**src/rtl/divu_sequencer_pkg.sv**
```systemverilog
// Shared definitions for the DIVU/MFLO/MFHI sequencer.
// Contents:
//   FUNCT_DIVU / FUNCT_MFLO / FUNCT_MFHI : R-type funct codes served by the unit
//   state_t                              : sequencer state encoding
package divu_sequencer_pkg;

  localparam logic [5:0] FUNCT_DIVU = 6'h1B;
  localparam logic [5:0] FUNCT_MFLO = 6'h12;
  localparam logic [5:0] FUNCT_MFHI = 6'h10;

  typedef enum logic {
    ST_IDLE = 1'b0,
    ST_RUN  = 1'b1
  } state_t;

endpackage

```
**src/rtl/divu_sequencer_div_step.sv**
```systemverilog
// One restoring-division iteration, purely combinational.
// Ports:
//   rem      in  WIDTH  partial remainder
//   quo      in  WIDTH  dividend bits still to shift in / quotient bits so far
//   dvs      in  WIDTH  divisor
//   rem_next out WIDTH  partial remainder after this iteration
//   quo_next out WIDTH  quotient register after this iteration
module divu_sequencer_div_step #(
  parameter int WIDTH = 32
) (
  input  logic [WIDTH-1:0] rem,
  input  logic [WIDTH-1:0] quo,
  input  logic [WIDTH-1:0] dvs,
  output logic [WIDTH-1:0] rem_next,
  output logic [WIDTH-1:0] quo_next
);

  // The shifted remainder is kept WIDTH+1 bits wide so the compare cannot
  // overflow; the subtract only needs the low WIDTH bits because a taken
  // subtraction always leaves a result smaller than the divisor.
  logic [WIDTH:0]   t;
  logic [WIDTH-1:0] t_sub;
  logic             ge;

  assign t        = {rem, quo[WIDTH-1]};
  assign ge       = (t >= {1'b0, dvs});
  assign t_sub    = t[WIDTH-1:0] - dvs;
  assign rem_next = ge ? t_sub : t[WIDTH-1:0];
  assign quo_next = {quo[WIDTH-2:0], ge};

endmodule

```
**src/rtl/divu_sequencer.sv**
```systemverilog
// Multi-cycle unsigned divider with architectural HI/LO registers.
// Executes DIVU one quotient bit per cycle and answers MFLO/MFHI reads,
// stalling HI/LO-related instructions while a divide is running.
// Ports:
//   clk, rst_n           clock, asynchronous active-low reset
//   issue                instruction valid and leaving decode unless stalled
//   op_divu/mflo/mfhi    one-hot decoded strobes (priority divu > mflo > mfhi)
//   dividend, divisor    rs / rt operands, sampled only at acceptance
//   stall                combinational pipeline hold request
//   busy                 divide in progress
//   div_zero             last completed DIVU had a zero divisor
//   hilo_rdata           LO for MFLO, HI for MFHI, otherwise 0
//   lo, hi               architectural LO / HI registers
module divu_sequencer
  import divu_sequencer_pkg::*;
#(
  parameter int WIDTH = 32,
  parameter int CNT_W = 6
) (
  input  logic             clk,
  input  logic             rst_n,
  input  logic             issue,
  input  logic             op_divu,
  input  logic             op_mflo,
  input  logic             op_mfhi,
  input  logic [WIDTH-1:0] dividend,
  input  logic [WIDTH-1:0] divisor,
  output logic             stall,
  output logic             busy,
  output logic             div_zero,
  output logic [WIDTH-1:0] hilo_rdata,
  output logic [WIDTH-1:0] lo,
  output logic [WIDTH-1:0] hi
);

  state_t           state, state_next;
  logic [CNT_W-1:0] cnt;
  logic [WIDTH-1:0] rem, quo, dvs;
  logic [WIDTH-1:0] rem_next, quo_next;
  logic             accept;
  logic             divisor_zero;
  logic             last_step;

  assign accept       = issue & op_divu & (state == ST_IDLE);
  assign divisor_zero = (divisor == '0);
  assign last_step    = (cnt == CNT_W'(1));
  assign busy         = (state == ST_RUN);
  assign stall        = issue & (op_divu | op_mflo | op_mfhi) & (state == ST_RUN);

  divu_sequencer_div_step #(
    .WIDTH(WIDTH)
  ) u_div_step (
    .rem      (rem),
    .quo      (quo),
    .dvs      (dvs),
    .rem_next (rem_next),
    .quo_next (quo_next)
  );

  always_ff @(posedge clk or negedge rst_n) begin
    if (!rst_n) begin
      state <= ST_IDLE;
    end else begin
      state <= state_next;
    end
  end

  // A zero divisor is resolved on the acceptance edge, so only a real
  // divide enters RUN.
  always_comb begin
    state_next = state;
    case (state)
      ST_IDLE: if (accept && !divisor_zero) state_next = ST_RUN;
      ST_RUN:  if (last_step) state_next = ST_IDLE;
      default: state_next = ST_IDLE;
    endcase
  end

  // Datapath: operands are captured only at acceptance; the final iteration
  // writes straight into HI/LO so the result is visible the cycle after busy.
  always_ff @(posedge clk or negedge rst_n) begin
    if (!rst_n) begin
      cnt      <= '0;
      rem      <= '0;
      quo      <= '0;
      dvs      <= '0;
      hi       <= '0;
      lo       <= '0;
      div_zero <= 1'b0;
    end else if (accept) begin
      if (divisor_zero) begin
        hi       <= dividend;
        lo       <= '1;
        div_zero <= 1'b1;
      end else begin
        rem <= '0;
        quo <= dividend;
        dvs <= divisor;
        cnt <= CNT_W'(WIDTH);
      end
    end else if (state == ST_RUN) begin
      rem <= rem_next;
      quo <= quo_next;
      cnt <= cnt - CNT_W'(1);
      if (last_step) begin
        hi       <= rem_next;
        lo       <= quo_next;
        div_zero <= 1'b0;
      end
    end
  end

  // Read mux follows the decode priority so a conflicting DIVU wins.
  always_comb begin
    hilo_rdata = '0;
    if (op_divu) begin
      hilo_rdata = '0;
    end else if (op_mflo) begin
      hilo_rdata = lo;
    end else if (op_mfhi) begin
      hilo_rdata = hi;
    end
  end

endmodule

```
**config.mk**
```make
export PLATFORM = sky130hd
export DESIGN_NAME = divu_sequencer
export DESIGN_NICKNAME = d
export VERILOG_FILES = /design/src/rtl/divu_sequencer_pkg.sv /design/src/rtl/divu_sequencer_div_step.sv /design/src/rtl/divu_sequencer.sv
export SDC_FILE = /design/constraint.sdc
export NUM_CORES = 1
export LEC_CHECK = 0
export CORE_UTILIZATION = 47
export CTS_BUF_LIST = sky130_fd_sc_hd__clkbuf_2
export CTS_CLUSTER_DIAMETER = 50
export DETAILED_ROUTE_END_ITERATION = 8
export PLACE_DENSITY = 0.75
export SLEW_MARGIN = 25
export SYNTH_ARGS = -nofsm -noshare
export SYNTH_HDL_FRONTEND = slang
export SYNTH_SLANG_ARGS = --single-unit
```
**constraint.sdc**
```tcl
create_clock -name clk -period 2.7 [get_ports clk]
set_input_delay 0.54 -clock clk [delete_from_list [all_inputs] [get_ports clk]]
set_output_delay 0.54 -clock clk [all_outputs]
set_load 0.1 [all_outputs]
```
Word-level counts from Yosys, hierarchy flattened
Index checks and enable logic that the tools add are counted.

storage, ports and cells
  register bits after elaboration = 168
  bits of input ports = 70
  output and inout port bits = 99

operators by class
  $add $sub $neg = 2
  order comparisons = 1
  eq/ne operators = 3
  mux-type cells = 28
  bitwise gates (word level) = 8
  reduce and logical (&&, ||, !) cells = 8

operators by type and width
  kind                                                   count
  two-way mux 32 bit                                     18
  greater-or-equal comparator 33 x 32 -> 1 bit           1
  logical NOT 32 bit                                     1
  subtractor 32 bit                                      1
  two-way mux 6 bit                                      3
  == test 6 x 1 -> 1 bit, second input constant          1
  two-way mux 1 bit                                      6
  subtractor 6 x 1 -> 6 bit, second input constant       1
  AND 1 bit                                              4
  AND reduction 2 bit                                    2
  nonzero test 2 bit                                     2
  AND reduction 3 bit                                    1
  inequality test 2 x 1 -> 1 bit, second input constant  1
  inequality test 2 bit, second input constant           1
  inverter 1 bit                                         2
  OR 1 bit                                               2
  one-hot mux 1 bit (2 select lines)                     1
  logical AND 1 bit                                      1
  logical NOT 1 bit                                      1

Logic depth before layout (Yosys ltp)
Gate-level depths: netlist of the first run.

  depth in word-level cells = 5
  mapped depth = 13
  mapped depth without buffers = 12

By module
Synthesis of the first run repeated with hierarchy kept, for this count alone.

second synthesis, totals
  cell total of the unflattened synthesis = 978
  area total of the unflattened synthesis = 9975.8 sq um

modules (own cells, without submodules)
  module                   times used  cells each  area an instance (sq um)  seq. area each (sq um)
  divu_sequencer           1           623         7404.6                    4204.0
  divu_sequencer_div_step  1           355         2571.2                    0.0

Least setup slack after synthesis of the first run
Ideal clock, no wire load.

  kind = in2out
  from = in op_mflo
  to = out hilo_rdata[10]
  arrival = 2571 ps
  data required time = 2160 ps
  slack = -411 ps
  stages = 5
  path buffers = 2
  cells stage by stage = clkbuf_1 -> nor2b_1 -> clkbuf_1 -> a22oi_1 -> nor2_1

on the way
  cells in the longest elaborated chain, start to end = 2

ends and longest elaborated chain
  what                line                   RTL
  start: declaration  divu_sequencer.sv:24   input logic op_mflo,
  two-way mux 32 bit  divu_sequencer.sv:118  end else if (op_mflo) begin
  two-way mux 32 bit  divu_sequencer.sv:116  if (op_divu) begin
  end: declaration    divu_sequencer.sv:31   output logic [WIDTH-1:0] hilo_rdata,

No other way between the ends.

Worst setup path in the final report of the first run
  from = reg quo[31]
  to = reg rem[28]

on the way
  cells in the longest elaborated chain, start to end = 4
  elaborated cells on any way between the ends = 5
  classes of those cells = add/sub (1); order compare (1); mux (3)

ends and longest elaborated chain
  what                                                                                      line                                                          RTL
  start: declaration                                                                        divu_sequencer.sv:38                                          logic [WIDTH-1:0] rem, quo, dvs;
  start signal: assignment                                                                  divu_sequencer.sv:97                                          quo <= dividend;
  start signal: assignment                                                                  divu_sequencer.sv:103                                         quo <= quo_next;
  subtractor 32 bit / greater-or-equal comparator 33 x 32 -> 1 bit (equally long branches)  divu_sequencer_div_step.sv:27, divu_sequencer_div_step.sv:26
  two-way mux 32 bit *                                                                      divu_sequencer_div_step.sv:28                                 assign rem_next = ge ? t_sub : t[WIDTH-1:0];
  two-way mux 32 bit *                                                                      divu_sequencer.sv:101                                         end else if (state == ST_RUN) begin
  two-way mux 32 bit *                                                                      divu_sequencer.sv:90                                          end else if (accept) begin
  end signal: assignment                                                                    divu_sequencer.sv:102                                         rem <= rem_next;
  end: declaration                                                                          divu_sequencer.sv:38

Every way passes the cells marked *; elsewhere a longest branch is shown, timed or not. The select of a mux whose other input is x is not followed.
A chain may end at the register's enable or synchronous reset.

==> results by group, run 1 <==
Route
  – Remaining routing DRC violations: 0
  – Number of vias per cell: 5.693
  – Final Routed Wirelength: 32810 um
  – First-pass iteration count of the detailed router: 5
  – Via Count: 10.15k
  – Residual antenna-violating net count after detailed routing: 0
  – DRT iter0 DRCs: 954
  – Detail-routed net length per standard cell: 18.40 um

STA
  – Setup repair after global routing missed its margin: true
  – Time the final worst path needs with I/O delays and setup: 2.941 ns
  – Slack of the critical path: -0.2415 ns
  – Max-slew violation total from the final report: 0
  – Max Freq: 0.3400 GHz
  – Setup clock skew after layout: 0.07533 ns
  – Setup-failing EPs final: 21
  – Aggregate negative setup slack: -2.276 ns
  – Hold violation count in the final report: 0
  – Slew at the pin with the worst max-slew slack: 0.8924 ns
  – Worst-case headroom to the max-slew limit: 0.4051
  – Tcrit/Tclk final: 1.089

Outcome
  – Failing checks: negative setup slack
  – Outcome: finished, violations left

Critical path
  – Cell with the largest stage delay on the worst path: dfrtp_1
  – Dominant delay contributor by cell family on the critical path: compound AO/OA/AOI/OAI gates
  – Number of cells on the worst reg-to-reg path: 12
  – Setup crit start kind: register
  – Arrival time reported for the critical path endpoint: 3.72 ns
  – Worst R2R Setup Slack: -0.24 ns
  – Element type at the critical path end: register
  – Ordered list of cells on the worst path: inv_1, ha_2, inv_2, fa_2, a211oi_2, o21ai_2, o221a_4, o21a_4, o221a_1, o41a_1, or3_1, nand3_1
  – Number of buffers and inverters on the critical path: 2
  – Largest stage delay, worst path: 0.45 ns
  – CP Depth: 12
  – Category of the most critical setup path: reg -> reg
  – Worst Path Required: 3.48 ns
  – Destination of the critical timing path: rem[28]$_DFFE_PN0P_
  – Start point of the critical path: quo[31]$_DFFE_PN0P_
  – Beginning of the worst register-to-register path: quo[31]$_DFFE_PN0P_
  – Largest fanout on the critical path: 4
  – Endpoint of the most critical register-to-register path: rem[28]$_DFFE_PN0P_

Synth
  – Sequential element share of the synthesized area: 0.4377
  – Number of enable-type register cells in the synthesized netlist: 0
  – Syn_nets: 1229
  – Number of distinct library cells after synthesis: 63
  – Number of warnings printed during yosys synthesis: 0
  – Leading register cell type out of synthesis: dfrtp_1
  – Seq cells post-synth: 168
  – FFs w/ async S/R, synth: 1.000
  – Mean post-synth cell area: 8.546 um2
  – Post-Synthesis Cells: 1124
  – Cell area after synthesis: 0.009605 mm2

Cells and area
  – Layout filler cell count: 1393
  – Total area of sequential cells: 0.004213 mm2
  – Non-Filler Cell Area, Final: 0.01484 mm2
  – Most used cells in the layout excluding fill and tap cells: 319 x buf_4, 211 x nand2_1, 161 x dfrtp_1, 118 x o21ai_0, 67 x clkdlybuf4s50_1
  – Commonest non-fill, non-tap cell in the layout: buf_4
  – Share of layout cells above drive strength 1: 0.3850
  – Multi-input combinational cell area: 0.005882 mm2
  – Layout net count: 1609
  – Synthesis-to-finish area growth: 54.47%

Floorplan
  – Row cnt: 51
  – Area of the die: 0.02101 mm2
  – Starting utilization of the core area: 0.4872
  – Top Ports: 169
  – Die extent in x: 145.0 um
  – Core region area: 0.01972 mm2
  – Vert. Die Dim: 145.0 um

Place
  – Gp weighted congestion: 0.9438
  – Half-perimeter wire length after placement: 23510 um
  – Number of buffer cells added on primary ports: 168
  – Post-Place Cell Area: 0.01348 mm2

Global route
  – Via count of the first global-routing pass: 9592
  – GR Util All Layers: 0.3086
  – Largest net degree at the start of global routing: 63
  – Global-route wire length before repair: 51480 um
  – Leftover overflow at the end of global routing: 0
  – Number of antenna violations at the first check in global routing: 1

Clock tree
  – CTS tree: built
  – Clock network latency to the later pin of the worst-skew pair: 0.83 ns
  – Cell at the root of the clock tree: clkbuf_2
  – Maximum number of buffers from clock root to sink: 2
  – Clock slew at the register clock pins of the worst setup and hold paths: 0.32 ns
  – Number of H-tree branching levels: 4
  – Total CTS buffers: 17
  – CTS Sinks: 168

Worst hold path
  – Hold/Removal Path Class: in -> async

Job
  – Max-capacitance violation count: 0
-- cells by family (layout without fill, tap and decap cells) --
| family | after synthesis | in the layout | share of synthesized area |
|---|---|---|---|
| compound gates | 337 | 337 | 0.2128 |
| xor+xnor | 29 | 29 | 0.02644 |
| fa+ha+maj | 35 | 35 | 0.04637 |
| buf+inv | 115 | 508 | 0.04846 |
| flops | 168 | 168 | 0.4377 |
| mux | 50 | 50 | 0.05393 |
| other cells | 0 | 1 | 0 |
| simple gates | 390 | 390 | 0.1743 |
-- synth_stat cells, drive strengths merged (22+ instances only) --
cell type / count / area, um2
clkbuf: 61 / 229.0
o21ai: 147 / 735.7
a21oi: 69 / 360.3
nor3: 22 / 115.1
a21o: 23 / 172.7
mux2i: 36 / 360.4
nor2: 82 / 307.8
ha: 34 / 425.4
nand2: 216 / 813.3
a22oi: 32 / 240.2
inv: 39 / 146.4
dfrtp: 168 / 4204
-- layout make-up --
cell class                 instances  share of cell area
antenna                            1           0.0001686
clock buffer                      17            0.005734
clock inverter                    15             0.01231
inverter                          39            0.009866
multi-input combinational        841              0.3964
sequential                       168              0.2839
tap                              265             0.02235
timing repair buffer             437              0.2692
-- worst min-delay path by stage --
stage	from	endpoint	slack, ns	depth (start not counted)
6_report	rst_n	lo[8]$_DFFE_PN0P_	0.20	2
2_1_floorplan	rst_n	busy$_DFF_PN0_	0.24	0
5_1_grt	rst_n	lo[7]$_DFFE_PN0P_	0.20	2
4_1_cts	rst_n	lo[11]$_DFFE_PN0P_	0.21	2
3_5_place_dp	quo[19]$_DFFE_PN0P_	lo[20]$_DFFE_PN0P_	0.48	2
3_3_place_gp	quo[20]$_DFFE_PN0P_	lo[21]$_DFFE_PN0P_	0.48	2
-- layer usage --
metal | vias to the layer above | part of all wire | track usage
li1 | 4712 | - | -
met1 | 4919 | 0.44 | 0.4391
met2 | 475 | 0.47 | 0.4856
met3 | 45 | 0.076 | 0.05786
met4 | 0 | 0.014 | 0.07128
met5 | - | 0 | 0
-- per-stage QoR --
stage / worst slack, ns / cells / hold WS [ns] / util
2_1_floorplan: -0.1130 / 1124 / 0.2444 / -
3_3_place_gp: -0.5542 / 1722 / 0.4765 / 0.6837
3_5_place_dp: -0.5848 / 1722 / 0.4772 / 0.6837
4_1_cts: -0.2761 / 1769 / 0.2115 / 0.7278
5_1_grt: -0.4068 / 1783 / 0.1992 / 0.7525
6_report: -0.2415 / 1783 / 0.1993 / 0.7525
-- worst reg2reg max path, delay by kind of cell, from the launching register on --
kind,cells,cell delay (ns)
AO/OA/AOI/OAI,6,1.44
adder cells (fa/ha/maj),2,0.54
flip-flops,1,0.45
AND/OR/NAND/NOR,2,0.39
buffers and inverters,2,0.10
-- flip-flops by register name (all words and copies together), names as in the netlist --
signal    cells
rem          32
dvs          32
div_zero      1
cnt           6
hi           32
quo          32
busy          1
lo           32
-- timing repair --
| action | CTS | global route |
|---|---|---|
| cloned | 1 | 0 |
| resized for setup | 99 | 88 |
| hold buffers | 1 | 0 |
| pin swaps | 37 | 41 |
| endpoints found under the setup margin | 53 | 53 |
| hold endpoints to repair | 57 | 0 |
| setup buffers | 15 | 19 |
Power of run 1 is left out: the tool's default activity adds up to more than one toggle a clock period on the data nets, which glitch-free logic cannot reach.
==> inputs of run 2 (changes only) <==
--- a/config.mk
+++ b/config.mk
@@ -9,7 +9,7 @@
 export CTS_BUF_LIST = sky130_fd_sc_hd__clkbuf_2
 export CTS_CLUSTER_DIAMETER = 50
 export DETAILED_ROUTE_END_ITERATION = 8
-export PLACE_DENSITY = 0.75
+export PLACE_DENSITY = 0.72
 export SLEW_MARGIN = 25
 export SYNTH_ARGS = -nofsm -noshare
 export SYNTH_HDL_FRONTEND = slang
==> constraint.sdc (replaced) <==
create_clock -name clk -period 3 [get_ports clk]
set_input_delay 0.6 -clock clk [delete_from_list [all_inputs] [get_ports clk]]
set_output_delay 0.6 -clock clk [all_outputs]
set_load 0.1 [all_outputs]
==> run 2 against run 1 <==
Net effect:
- non-clock buffer count decreased by 159
- global-route usage is 2.4 points lower
- register-to-register slack better by 0.27 ns
- largest cell class unchanged
- via count fell by 9.8%
- the flow now finishes without violations
==> results by group, run 2 (synthesis gave the netlist of run 1 again) <==
STA
  – Slew at the pin with the worst max-slew slack: 0.7659 ns (-0.1265 ns)
  – Max Freq: 0.3370 GHz (-0.88%)
  – Hold violation count in the final report: 0 (unchanged)
  – Max-slew violation total from the final report: 0 (unchanged)
  – Setup repair after global routing missed its margin: true
  – Slack of the critical path: 0.03258 ns (+0.2740 ns)
  – Setup-failing EPs final: 0 (-100%)
  – Time the final worst path needs with I/O delays and setup: 2.967 ns (+0.02597 ns)
  – Setup clock skew after layout: 0.03571 ns (-0.03961 ns)
  – Tcrit/Tclk final: 0.9891 (-0.1003)
  – Worst-case headroom to the max-slew limit: 0.4894 (+0.08431)

Critical path
  – Largest fanout on the critical path: 9 (+5)
  – Worst Path Required: 3.67 ns (+0.19 ns)
  – Category of the most critical setup path: reg -> reg
  – Arrival time reported for the critical path endpoint: 3.64 ns (-0.08 ns)
  – Setup crit start kind: register
  – Number of cells on the worst reg-to-reg path: 10 (-2)
  – Element type at the critical path end: register

Worst hold path
  – Hold/Removal Path Class: in -> async

Global route
  – Leftover overflow at the end of global routing: 0 (unchanged)
  – Via count of the first global-routing pass: 8650 (-9.8%)
  – Met2 track utilization from global routing: 0.4399 (-0.04567)
  – Global-route wire length before repair: 47320 um (-8.1%)
  – Top Usage Layer GRT: met2
  – GR Util All Layers: 0.2843 (-0.02428)
  – Number of antenna violations at the first check in global routing: 1 (unchanged)
  – Met1 Track Usage GR: 0.4217 (-0.01738)
  – Largest net degree at the start of global routing: 69 (+9.5%)
  – Met3 layer usage reported by global route: 0.03428 (-0.02358)

Cells and area
  – Share of layout cells above drive strength 1: 0.2452 (-0.1398)
  – Synthesis-to-finish area growth: 34.69%
  – Layout filler cell count: 1667 (+20%)
  – Commonest non-fill, non-tap cell in the layout: nand2_1
  – Non-Filler Cell Area, Final: 0.01294 mm2 (-13%)
  – Layout net count: 1450 (-9.9%)
  – Fraction of the core area covered by cells at the end of the flow: 0.6561 (-0.09639)
  – Final cell count without fillers: 1624 (-8.9%)
  – Most used cells in the layout excluding fill and tap cells: 215 x nand2_1, 167 x dfrtp_1, 166 x buf_4, 142 x o21ai_0, 67 x clkdlybuf4s50_1

Place
  – Number of buffer cells added on primary ports: 168 (unchanged)
  – Worst slack, placed: -0.08713 ns (+0.4977 ns)
  – Post-Place Cells: 1583 (-8.1%)
  – Half-perimeter wire length after placement: 22240 um (-5.4%)
  – Gp weighted congestion: 0.8698 (-7.8%)
  – Post-Place Cell Area: 0.01243 mm2 (-7.8%)

Route
  – Detail-routed net length per standard cell: 18.30 um (-0.57%)
  – Remaining routing DRC violations: 0 (unchanged)
  – First-pass iteration count of the detailed router: 5 (unchanged)
  – Final Routed Wirelength: 29720 um (-9.4%)
  – Via Count: 9157 (-9.8%)
  – Residual antenna-violating net count after detailed routing: 0 (unchanged)
  – DRT iter0 DRCs: 711 (-25%)
  – Number of vias per cell: 5.639 (-0.96%)

Floorplan
  – Area of the die: 0.02101 mm2 (unchanged)
  – Row cnt: 51 (unchanged)
  – Vert. Die Dim: 145.0 um (unchanged)
  – Top Ports: 169 (unchanged)
  – Core region area: 0.01972 mm2 (unchanged)
  – Starting utilization of the core area: 0.4872 (unchanged)
  – Die extent in x: 145.0 um (unchanged)

Clock tree
  – Number of H-tree branching levels: 4 (unchanged)
  – Maximum number of buffers from clock root to sink: 2 (unchanged)
  – Total CTS buffers: 17 (unchanged)
  – CTS tree: built
  – CTS Sinks: 168 (unchanged)
  – Clock network latency to the later pin of the worst-skew pair: 0.78 ns (-0.05 ns)
  – Cell at the root of the clock tree: clkbuf_2
  – Clock slew at the register clock pins of the worst setup and hold paths: 0.27 ns (-0.05 ns)

Outcome
  – Outcome: finished, final reports clean

Job
  – Max-capacitance violation count: 0 (unchanged)
==> run 2: cell types whose count changed in the layout (fill, tap and decap cells not counted), sizes merged <==
cell      previous run  this run
buf                369       209
clkinv               8         5
clkbuf              17        19
clkinvlp             0         2
==> run 2: path summary, 6_finish.rpt <==
check                                     from                   to  slack, ns
max                        rem[23]$_DFFE_PN0P_   hi[12]$_DFFE_PN0P_       0.03
min                                      rst_n   lo[23]$_DFFE_PN0P_       0.34
max reg2reg                rem[23]$_DFFE_PN0P_   hi[12]$_DFFE_PN0P_       0.03
min reg2reg                quo[14]$_DFFE_PN0P_   lo[15]$_DFFE_PN0P_       0.52
max in group asynchronous                rst_n   cnt[4]$_DFFE_PN0P_       1.85
min in group clk                   divisor[12]  dvs[12]$_DFFE_PN0P_       0.37
==> run 2: critical path: stages (launching register included) <==
cell and delay, ns:
dfrtp_1 0.48, ha_1 0.37, nand2_1 0.15, o21ai_1 0.30, a211oi_2 0.06, o311ai_1 0.37, or3_4 0.24, buf_12 0.15
mux2i_1 0.35, o21ai_0 0.12, mux2_2 0.28
==> run 2: layout make-up <==
cell class              count  area [um2]  share of cell area
inverters                  39       146.4             0.01132
clock inverters            14       141.4             0.01093
repair buffers            278        2789              0.2156
flip-flops and latches    168        4205              0.3250
multi-input cells         841        5231              0.4044
well taps                 265       331.6             0.02563
clock buffers              18       90.09            0.006963
diodes                      1       2.502           0.0001934
==> run 2: what timing repair did <==
action,4_1_cts,5_1_grt
setup buffers,4,2
cloned,0,1
hold buffers,1,0
gates resized for setup,10,29
pin swaps,7,10
endpoints found under the hold margin,65,0
endpoints found under the setup margin,15,33
==> run 2: layer usage <==
metal | vias up | routed length [um]
li1 | 4400 | -
met1 | 4417 | 14040
met2 | 311 | 13570
met3 | 29 | 1719
met4 | 0 | 388
met5 | - | 0
==> run 2: stage by stage <==
stage	TNS (ns)	hold slack (ns)
finish	0	0.3413
global route	-0.4145	0.3125
CTS	-0.05706	0.2970
detailed placement	-0.6079	0.4803
global placement	-0.07463	0.4771
floorplan	0	0.3044
Power of run 2 is left out for the same reason.
